===== src/rtl/tt_um_sahrdaya_lfsr_pkg.sv =====
// Shared constants for the Sahrdaya LFSR tile: register widths, tap mask,
// reset seed, prescaler geometry and the hex seven-segment table.
package tt_um_sahrdaya_lfsr_pkg;

  localparam int unsigned LFSR_W     = 8;
  localparam int unsigned PRESCALE_W = 21;

  // Taps for x^8+x^6+x^5+x^4+1 in shift-left Fibonacci form: bits 7,5,4,3.
  localparam logic [LFSR_W-1:0] TAP_MASK   = 8'hB8;
  localparam logic [LFSR_W-1:0] RESET_SEED = 8'h01;

  // Segment patterns, a = bit0 .. g = bit6, active high; index 15 is leftmost.
  localparam logic [15:0][6:0] SEG_TABLE = {
    7'h71, 7'h79, 7'h5E, 7'h39,  // F E d C
    7'h7C, 7'h77, 7'h6F, 7'h7F,  // b A 9 8
    7'h07, 7'h7D, 7'h6D, 7'h66,  // 7 6 5 4
    7'h4F, 7'h5B, 7'h06, 7'h3F   // 3 2 1 0
  };

  // Low 3*P bits of the prescale counter that must all be ones for a tick.
  // P = 0 yields an empty mask, so the tick condition is always true.
  function automatic logic [PRESCALE_W-1:0] prescale_mask(input logic [2:0] p);
    logic [PRESCALE_W-1:0] m;
    case (p)
      3'd0:    m = '0;
      3'd1:    m = 21'h000007;
      3'd2:    m = 21'h00003F;
      3'd3:    m = 21'h0001FF;
      3'd4:    m = 21'h000FFF;
      3'd5:    m = 21'h007FFF;
      3'd6:    m = 21'h03FFFF;
      default: m = '1;
    endcase
    return m;
  endfunction

endpackage


===== src/rtl/tt_um_sahrdaya_lfsr_seg7_hex.sv =====
// Combinational hex-digit to seven-segment decoder (active-high segments).
module seg7_hex
  import tt_um_sahrdaya_lfsr_pkg::*;
(
  input  logic [3:0] i_hex,
  output logic [6:0] o_seg
);

  // Pure table lookup of the nibble's glyph.
  always_comb begin
    o_seg = SEG_TABLE[i_hex];
  end

endmodule


===== src/rtl/tt_um_sahrdaya_lfsr.sv =====
// 8-bit Fibonacci LFSR with prescaled free-run, single-step, seed load and
// a hex nibble shown on a seven-segment display.
module tt_um_sahrdaya_lfsr
  import tt_um_sahrdaya_lfsr_pkg::*;
(
  input  logic       clk,
  input  logic       rst_n,
  input  logic       ena,
  input  logic [7:0] ui_in,
  input  logic [7:0] uio_in,
  output logic [7:0] uo_out,
  output logic [7:0] uio_out,
  output logic [7:0] uio_oe
);

  logic [LFSR_W-1:0]     r_lfsr;
  logic [PRESCALE_W-1:0] r_cnt;
  logic                  r_step_prev;

  logic                  w_run;
  logic                  w_load;
  logic                  w_digit_hi;
  logic [2:0]            w_psel;
  logic                  w_step_in;
  logic [PRESCALE_W-1:0] w_mask;
  logic                  w_tick;
  logic                  w_step_pulse;
  logic                  w_fb;
  logic [LFSR_W-1:0]     w_next;
  logic [LFSR_W-1:0]     w_seed;
  logic [3:0]            w_nibble;
  logic [6:0]            w_seg;

  // Decode controls, tick, step edge, next LFSR value and load seed.
  always_comb begin
    w_run        = ui_in[0];
    w_load       = ui_in[1];
    w_digit_hi   = ui_in[2];
    w_psel       = ui_in[5:3];
    w_step_in    = ui_in[6];
    w_mask       = prescale_mask(w_psel);
    w_tick       = ((r_cnt & w_mask) == w_mask);
    w_step_pulse = w_step_in & ~r_step_prev;
    w_fb         = ^(r_lfsr & TAP_MASK);
    w_next       = {r_lfsr[LFSR_W-2:0], w_fb};
    // An all-zero seed would lock the LFSR, so substitute the reset seed.
    w_seed       = (uio_in == '0) ? RESET_SEED : uio_in;
    w_nibble     = w_digit_hi ? r_lfsr[7:4] : r_lfsr[3:0];
  end

  // State update: reset beats ena; then load > run-tick > manual step > hold.
  always_ff @(posedge clk) begin
    if (!rst_n) begin
      r_lfsr      <= RESET_SEED;
      r_cnt       <= '0;
      r_step_prev <= 1'b0;
    end else if (ena) begin
      r_step_prev <= w_step_in;
      if (w_load) begin
        r_lfsr <= w_seed;
        r_cnt  <= '0;
      end else begin
        r_cnt <= r_cnt + PRESCALE_W'(1);
        if ((w_run && w_tick) || (!w_run && w_step_pulse)) begin
          r_lfsr <= w_next;
        end
      end
    end
  end

  seg7_hex u_seg7_hex (
    .i_hex (w_nibble),
    .o_seg (w_seg)
  );

  // Outputs follow the state register directly; no extra pipeline stage.
  always_comb begin
    uo_out  = {r_lfsr[7], w_seg};
    uio_out = r_lfsr;
    uio_oe  = ui_in[7] ? 8'h00 : 8'hFF;
  end

endmodule


===== config.mk =====
export PLATFORM = sky130hd
export DESIGN_NAME = tt_um_sahrdaya_lfsr
export DESIGN_NICKNAME = d
export VERILOG_FILES = /design/src/rtl/tt_um_sahrdaya_lfsr_pkg.sv /design/src/rtl/tt_um_sahrdaya_lfsr_seg7_hex.sv /design/src/rtl/tt_um_sahrdaya_lfsr.sv
export SDC_FILE = /design/constraint.sdc
export NUM_CORES = 1
export LEC_CHECK = 0
export ABC_AREA = 1
export CAP_MARGIN = 40
export CORE_MARGIN = 1
export CORE_UTILIZATION = 51
export DETAILED_ROUTE_END_ITERATION = 16
export PLACE_DENSITY = 0.76
export SYNTH_ARGS = -nofsm -noshare
export SYNTH_HDL_FRONTEND = slang
export SYNTH_HIERARCHICAL = 1
export SYNTH_SLANG_ARGS = --single-unit

===== constraint.sdc =====
create_clock -name clk -period 2.3 [get_ports clk]
set_clock_uncertainty 0.05 [all_clocks]
set_input_delay 0.23 -clock clk [delete_from_list [all_inputs] [get_ports clk]]
set_output_delay 0.23 -clock clk [all_outputs]
set_load 0.005 [all_outputs]

== After elaboration in Yosys (flattened, before gate mapping) ==
Memory sizes are Yosys's and may differ from the RTL's.
Index checks and enable logic that the tools add are counted.

* Latch bits: 0
* Bits in registers: 30
* Memories: 1
* Bits of input ports: 19
* Bits in read-only memories: 112
* Output and inout bits: 24
* RAM bits: 0

* Divide/modulo/power cells: 0
* Reduce and logical (&&, ||, !) cells: 9
* Bitwise logic cells: 3
* Magnitude comparators: 1
* Muxes and demuxes: 8
* Shift operators: 0
* Add/sub/neg operators: 1
* Multipliers: 0
* Equality and inequality tests: 7

{| class="wikitable"
|+ Memories
! name !! depth !! bits a word !! rd ports !! clocked after memory_dff !! write ports !! RTL line !! source
|-
| (name not given) || 16 || 7 || 1 || 0 || 0 || tt_um_sahrdaya_lfsr_seg7_hex.sv:11 || <nowiki>o_seg = SEG_TABLE[i_hex];</nowiki>
|}

{| class="wikitable"
|+ Operators by type and width
! cell !! number
|-
| $pmux 21 s7 || 1
|-
| $mux 8 || 4
|-
| $add 21x1->21 const B || 1
|-
| $and 21x21->21 || 1
|-
| $eq 21x21->1 || 1
|-
| $mux 21 || 1
|-
| $eq 3x3->1 const B || 3
|-
| $logic_not 8->1 || 1
|-
| $reduce_xor 8->1 || 1
|-
| $mux 7 || 1
|-
| $eq 3x2->1 const B || 2
|-
| $lt 4x5->1 const B || 1
|-
| $mux 4 || 1
|-
| $eq 3x1->1 const B || 1
|-
| $logic_not 3->1 || 1
|-
| $logic_and 1x1->1 || 2
|-
| $reduce_and 2->1 || 1
|-
| $reduce_bool 2->1 || 1
|-
| $and 1x1->1 || 1
|-
| $logic_not 1->1 || 1
|-
| $logic_or 1x1->1 || 1
|-
| $not 1->1 || 1
|}

== Depth between registers and ports, before layout ==
Gate-level depths: netlist of run 1.

* Depth after elaboration: 8
* Gate-level depth with buffers: 12
* Gate-level depth less buffers: 11

== Cells and area by module ==
Netlist of run 1, hierarchy kept.

{| class="wikitable"
|+ By module, submodules not included
! module !! instances !! cells each !! area an instance (sq um)
|-
| tt_um_sahrdaya_lfsr || 1 || 258 || 1707.9
|-
| seg7_hex || 1 || 52 || 270.3
|}

== Worst setup path after synthesis of run 1 ==
No wires, ideal clock.

* Path kind: flip-flop to output port
* From: register r_lfsr[1], in the netlist uio_out[1]
* To: output uo_out[3]
* Buffers on the path: 0
* Path slack: 0.563 ns
* Data required time: 2.020 ns
* Stages on the path, launching flop included: 9
* Arrival: 1.457 ns
* Cells stage by stage: dfxtp_1 inv_1 o21ai_0 inv_1 ha_1 nand2_1 o21ai_0 nand2_1 nand2_1

* Word-level cells in the longest chain between the ends: 3

{| class="wikitable"
|+ RTL lines
! what !! RTL line !! source
|-
| start: declaration || tt_um_sahrdaya_lfsr.sv:16 || <nowiki>logic [LFSR_W-1:0] r_lfsr;</nowiki>
|-
| start signal: assignment || tt_um_sahrdaya_lfsr.sv:60 || <nowiki>r_lfsr <= w_seed;</nowiki>
|-
| start signal: assignment || tt_um_sahrdaya_lfsr.sv:65 || <nowiki>r_lfsr <= w_next;</nowiki>
|-
| $mux 4 || tt_um_sahrdaya_lfsr.sv:48 || <nowiki>w_nibble = w_digit_hi ? r_lfsr[7:4] : r_lfsr[3:0];</nowiki>
|-
| via w_nibble[1] || tt_um_sahrdaya_lfsr.sv:31 || <nowiki>logic [3:0] w_nibble;</nowiki>
|-
| $mem_v2 16x7 || n/a ||
|-
| $mux 7 (implied by the code) || tt_um_sahrdaya_lfsr_seg7_hex.sv:11 ||
|-
| end: declaration || tt_um_sahrdaya_lfsr.sv:11 || <nowiki>output logic [7:0] uo_out,</nowiki>
|}

The timed path passes the listed nets, and every way through them passes these cells. The select of a mux whose other input is x is not followed.

== Final worst setup path of run 1 ==
* From: register r_lfsr[0], in the netlist uio_out[0]
* To: output uo_out[3]

Same word-level chain as after synthesis.

==> results.md, run 1 <==
- Status: complete, no violations
- CP arrival: 1.91 ns
- #FFs+latches synth: 30
- Startpoint types: flop
- Drt initial violations: 113
- Distinct cells, synth: 30
- Crit end category: output port
- Leak pwr: 0.00116 uW
- Vias in the first global route: 1763
- CTS Hold Bufs: 0
- Yosys warnings: 6
- Worst path bufs/invs: 3
- Placed Instances: between 300 and 400
- Pwr dens: 517 mW/mm^2
- Layout area overhead: 28.1%
- Seq/Total Area, Yosys: 0.304
- FF-to-FF End: r_cnt[20]
- Max FO, Critical Path: 3
- Syn_nets: 337
- Maximum VDD drop: ~440 uV
- WP data required: approximately 2 ns
- CP Capture Point: uo_out[3]
- Synth top area share: 0.304
- Top cells by area, synth: dfxtp_1 30%, nand2_1 17%, inv_1 7.8%
- Final Cycle Share: 0.954
- Clock latency on the worst-skew pair: 0.28 ns
- Hold slack: 0.425 ns
- FILL cells: about 350
- Crit path largest cell delay: 0.49 ns
- CTS Buf Count: 5
- Netlist Area Pre-Place: a little under 0.002 sq mm
- Die ar.: 0.00413 sq mm
- DR WL/cell: a little over 10 um
- Global route total overflow: 0
- Gr usage total: 0.221
- Most used cell, CP: nand2_1
- Starting Density: 0.536
- Die Span X: 64.3 um
- Reg clk slew, reported paths: 0.06 ns
- Final Max Tran Viols: 0
- Wire length of the first global-routing pass: ~7.2 mm
- N_diodes: 0
- Fin cells: approximately 400
- Final setup vio count: 0
- Worst Reg-to-Reg Cells: 9
- Port Buffers: 42
- CP max stage cell: clkdlybuf4s50_1
- Worst path depth: 9
- Sink Count: 30
- Pin count of the biggest net entering global routing: 16
- Total Wirelength: 4.10 mm
- Clock Tree Root: clkbuf_8
- Clock buffer depth: 2
- DRC errors left: 0
- Worst slew margin: 0.750
- CP Launch Point: uio_out[0]
- Max-Cap Viols: 0
- Syn Inst Count: 310
- DR vias/cell: slightly below 5
- Post-DP HPWL: 3.14 mm
- Worst Hold Class: reg -> reg
- TritonCTS clock tree: built
- Number of core rows: 22
- Gpl congestion: around 0.82
- Footprint of the multi-input gates: 0.00112 sq mm
- Area leader, netlist: dfxtp_1
- Tmin final: ~2.2 ns
- Reg area: 606 sq um
- Vias: just under 2000
- Drt pass-1 iters: 4
- Share of cells above drive strength 1: 0.130
- Syn Area/Cell: 6.38 sq um
- R2r startpoint: r_cnt[0]
- Core region area: around 0.0037 sq mm
- Max Clk Rate: 456 MHz
- Cell Chain, Critical Path: inv_1, o21ai_2, inv_2, ha_4, nand2_1, o21ai_1, nand2_1, nand2_1, clkdlybuf4s50_1
- Initial antenna violation count: 0
- Die height: 64.3 um
- Fin. Hold Viols: 0
- Cell family with most CP delay: buffers and inverters
- Worst-Margin Slew: 0.375 ns
- Setup slack, reg-to-reg: 0.65 ns
- CTS H-tree depth: 2
- Final net count: 380
- Kind of critical path: reg -> out
- I/O pin total: 43
- Routed Antenna Nets: 0
-- worst min-delay path by stage --
stage / endpoint / cells after the start / start / slack [ns]
final: r_cnt[5] / 2 / r_cnt[5] / 0.43
after global routing: r_cnt[5] / 2 / r_cnt[5] / 0.45
after CTS: r_cnt[7] / 2 / r_cnt[7] / 0.43
after global placement: r_cnt[7] / 2 / r_cnt[7] / 0.40
after detailed placement: r_cnt[7] / 2 / r_cnt[7] / 0.42
after floorplan: r_step_prev / 2 / ui_in[6] / 0.33
-- cells in the final DEF, fill, tap and decap left out, types with 2 or more instances in the layout --
| cell type | n |
|---|---|
| nand2_1 | 90 |
| clkdlybuf4s50_1 | 40 |
| inv_1 | 38 |
| nor2_1 | 33 |
| dfxtp_1 | 26 |
| o21ai_0 | 21 |
| nand3_1 | 16 |
| a21oi_1 | 14 |
| buf_4 | 10 |
| nor3_1 | 8 |
| ha_1 | 7 |
| clkbuf_8 | 6 |
| inv_2 | 5 |
| nor2_2 | 5 |
| nand2_2 | 4 |
| dfxtp_2 | 4 |
| nand3_2 | 3 |
| o21ai_2 | 2 |
| o21ai_1 | 2 |
| nor2_4 | 2 |
| a31oi_1 | 2 |
| a211oi_1 | 2 |
-- where the power goes --
part           total [uW]  internal [uW]  switching (uW)
combinational         326            175             152
clock                 434            241             193
sequential            549            536            13.2
-- worst register-to-register path: cells and delay by family (launching register included) --
family                     cells  cell delay [ns]
and+or+nand+nor                7             0.88
AOI/OAI and AO/OA              1             0.08
DFF                            1             0.37
adders and majority gates      1             0.20
-- registers in the layout, summed over array words and instances (netlist names) --
name / flops
r_cnt: 21
r_step_prev: 1
uio_out: 8
-- per-layer routing --
metal,vias to the layer above,GRT usage,part of all wire
li1,1046,-,-
met1,861,0.262,0.48
met2,37,0.386,0.47
met3,8,0.0518,0.038
met4,0,0.0750,0.017
met5,-,0,0
-- per-stage QoR --
stage / utilization / area, sq um / setup TNS (ns) / power, uW / setup WS (ns)
finish: 0.687 / 2530 / 0 / 1310 / 0.105
global placement: 0.655 / 2420 / -0.447 / 872 / -0.0983
CTS: 0.681 / 2510 / 0 / 1320 / 0.00186
global route: 0.687 / 2530 / -0.00440 / 1390 / -0.00440
detailed placement: 0.655 / 2420 / -0.798 / 877 / -0.162
floorplan: - / 1980 / 0 / 731 / 0.563
-- cell usage after synthesis --
cell type / count
a211oi_1: 2
a21oi_1: 14
a31oi_1: 2
buf_1: 1
buf_2: 1
buf_4: 9
buf_6: 3
clkbuf_1: 2
dfxtp_1: 30
ha_1: 8
inv_1: 41
inv_2: 2
nand2_1: 90
nand2_2: 4
nand2_4: 1
nand3_1: 16
nand3_2: 3
nand3_4: 1
nand4_1: 1
nor2_1: 33
nor2_2: 5
nor2_4: 2
nor3_1: 8
nor3b_1: 1
nor3b_2: 1
nor4_1: 1
o21a_1: 1
o21ai_0: 25
o31ai_1: 1
xnor2_1: 1
-- timing repair --
action                     CTS  global route
setup buffers                0             0
setup endpoints to repair    7             7
gates resized for setup      5            11
pin swaps                    0             1
-- cell type report --
cell class	count	area share
clock buffers	7	0.0341
clock inverters	1	0.00198
inverters	43	0.0637
multi-input cells	221	0.441
flip-flops and latches	30	0.239
well taps	48	0.0237
repair buffers	52	0.196
-- kinds of logic (layout without fill, tap and decap cells) --
| family | after synthesis | count (layout) | share of synthesized area |
|---|---|---|---|
| simple gates | 167 | 167 | 0.380 |
| buf+inv | 59 | 103 | 0.141 |
| compound gates | 45 | 45 | 0.120 |
| flops | 30 | 30 | 0.304 |
| fa+ha+maj | 8 | 8 | 0.0506 |
| xor+xnor | 1 | 1 | 0.00443 |
Power figures use the tool's default switching activity.
==> inputs of run 2 (changes only) <==
==> constraint.sdc (replaced) <==
create_clock -name clk -period 2.5 [get_ports clk]
set_clock_uncertainty 0.05 [all_clocks]
set_input_delay 0.25 -clock clk [delete_from_list [all_inputs] [get_ports clk]]
set_output_delay 0.25 -clock clk [all_outputs]
set_load 0.005 [all_outputs]
==> run 2 against run 1 <==
Net effect: highest routed layer unchanged; combinational power fell by 11%; cell count fell by 0.25%; global-route usage rose by 0.66 points; non-clock buffer count fell by 1; clock-buffer cell count did not move; largest cell class unchanged; clock power fell by 5.5%; total power fell by 8.1%; die area did not move; critical path type unchanged; critical path depth did not move; hold slack improved by 0.0010 ns; critical endpoint unchanged.
==> results.md, run 2 (same netlist as run 1, synthesis figures left out) <==
- Vias: 1948
- Footprint of the multi-input gates: about 0.0011 sq mm
- Max-Cap Viols: 0
- FILL cells: 350
- Final Cycle Share: 0.938
- Fin. Hold Viols: 0
- Initial antenna violation count: 0
- Clock latency on the worst-skew pair: 0.29 ns
- Worst-Margin Slew: between 0.4 and 0.5 ns
- Die Span X: around 64 um
- Max FFs per register: 21
- CTS H-tree depth: 2
- Pwr dens: 481 mW/mm^2
- Worst Hold Class: reg -> reg
- Starting Density: 0.536
- DR vias/cell: 4.86
- CP arrival: 2.04 ns
- Kind of critical path: reg -> out
- Die height: ~64 um
- Layout area overhead: 26.5%
- Placed Instances: 393
- Commonest non-fill, non-tap cell in the layout: nand2_1
- Pin count of the biggest net entering global routing: 16
- Clock buffer depth: 2
- Top reg by flops: r_cnt
- DR WL/cell: 10.3 um
- Crit end category: output port
- Post-DP HPWL: about 3.1 mm
- Fin cells: 401
- Gr usage total: 0.227
- Reg clk slew, reported paths: 0.06 ns
- Share of cells above drive strength 1: 0.102
- Core region area: about 0.0037 sq mm
- Drt initial violations: 117
- Vias in the first global route: about 1800
- Clock Tree Root: clkbuf_8
- RSZ-0062 raised after global routing: false
- Maximum VDD drop: 455 uV
- Die ar.: 0.00413 sq mm
- Commonest non-fill, non-tap cells in the layout: 90 x nand2_1, 41 x inv_1, 41 x clkdlybuf4s50_1, 33 x nor2_1, 30 x dfxtp_1
- Startpoint types: flop
- Final setup vio count: 0
- CTS Buf Count: 5
- Wire length of the first global-routing pass: 7.24 mm
- DRC errors left: 0
- Max FO, Critical Path: 3
- Tmin final: 2.34 ns
- Grt met2 use: 0.392
- Status: complete, no violations
- GRT busiest layer: met2
- I/O pin total: 43
- Reg area: 601 sq um
- N_diodes: 0
- Gpl congestion: between 0.8 and 0.9
- Final Max Tran Viols: 0
- Drt pass-1 iters: 4
- Port Buffers: 42
- Routing usage on met3: 0.0625
- Worst slew margin: 0.666
- WP data required: 2.20 ns
- Hold slack: 0.426 ns
- Sink Count: 30
- Leak pwr: 0.00114 uW
- Number of core rows: 22
- Final net count: 379
- Met1 usage: 0.256
- TritonCTS clock tree: built
- Max Clk Rate: between 400 and 500 MHz
- Global route total overflow: 0
- Total Wirelength: approximately 4.1 mm
- Routed Antenna Nets: 0
-- run 2: cell types whose count changed in the layout (fill, tap and decap cells not counted) --
cell and delta:
inv_1 +3, ha_1 +1, o21ai_2 -1, dfxtp_1 +4, buf_4 -1, inv_2 -3
o21ai_1 +1, dfxtp_2 -4, clkdlybuf4s50_1 +1, dlymetal6s2s_1 -1, ha_4 -1
-- run 2: worst paths after layout --
kind / startpoint / to / slack, ns / cells past startpoint
setup / recovery: uio_out[0] / uo_out[3] / 0.16 / 9
hold / removal: r_cnt[17] / r_cnt[17] / 0.43 / 1
setup reg to reg: r_cnt[1] / r_cnt[20] / 0.87 / 9
hold reg to reg: r_cnt[17] / r_cnt[17] / 0.43 / 1
-- run 2: layout make-up --
class,instances,share of cell area
multi-input combinational,221,0.441
sequential,30,0.240
timing repair buffer,51,0.195
inverter,43,0.0645
clock buffer,7,0.0345
tap,48,0.0240
clock inverter,1,0.00200
-- run 2: power breakdown --
| group | internal, uW | leakage (uW) | total [uW] | switching [uW] |
|---|---|---|---|---|
| combinational | 156 | 0.000850 | 290 | 135 |
| sequential | 492 | 0.000244 | 504 | 11.9 |
| clock | 222 | 0.0000482 | 410 | 188 |
-- run 2: per-layer routing --
metal / part of all wire / up-vias
met2: 0.46 / 41
met1: 0.47 / 845
met5: 0 / -
met4: 0.024 / 0
li1: - / 1052
met3: 0.047 / 10
-- run 2: repair_timing --
action                     4_1_cts  5_1_grt
setup endpoints to repair        7        6
setup buffers                    0        0
gates resized for setup          3        3
hold endpoints to repair         0        0
hold buffers                     0        0
-- run 2: critical path: stages (launching register included) --
cell and delay, ns:
dfxtp_1 0.38, inv_1 0.09, o21ai_2 0.14, inv_1 0.10, ha_1 0.29, nand2_1 0.06, o21ai_0 0.09, nand2_1 0.06
nand2_1 0.06, clkdlybuf4s50_1 0.49
-- run 2: through the flow --
stage	setup slack (ns)	instance area [sq um]	power (uW)	setup TNS, ns	util
after floorplan	0.743	1980	672	0	-
after global placement	-0.0866	2410	802	-0.413	0.653
after detailed placement	-0.105	2410	805	-0.575	0.653
after CTS	0.0997	2500	1220	0	0.677
after global routing	0.00631	2500	1280	0	0.678
final	0.156	2500	1200	0	0.678
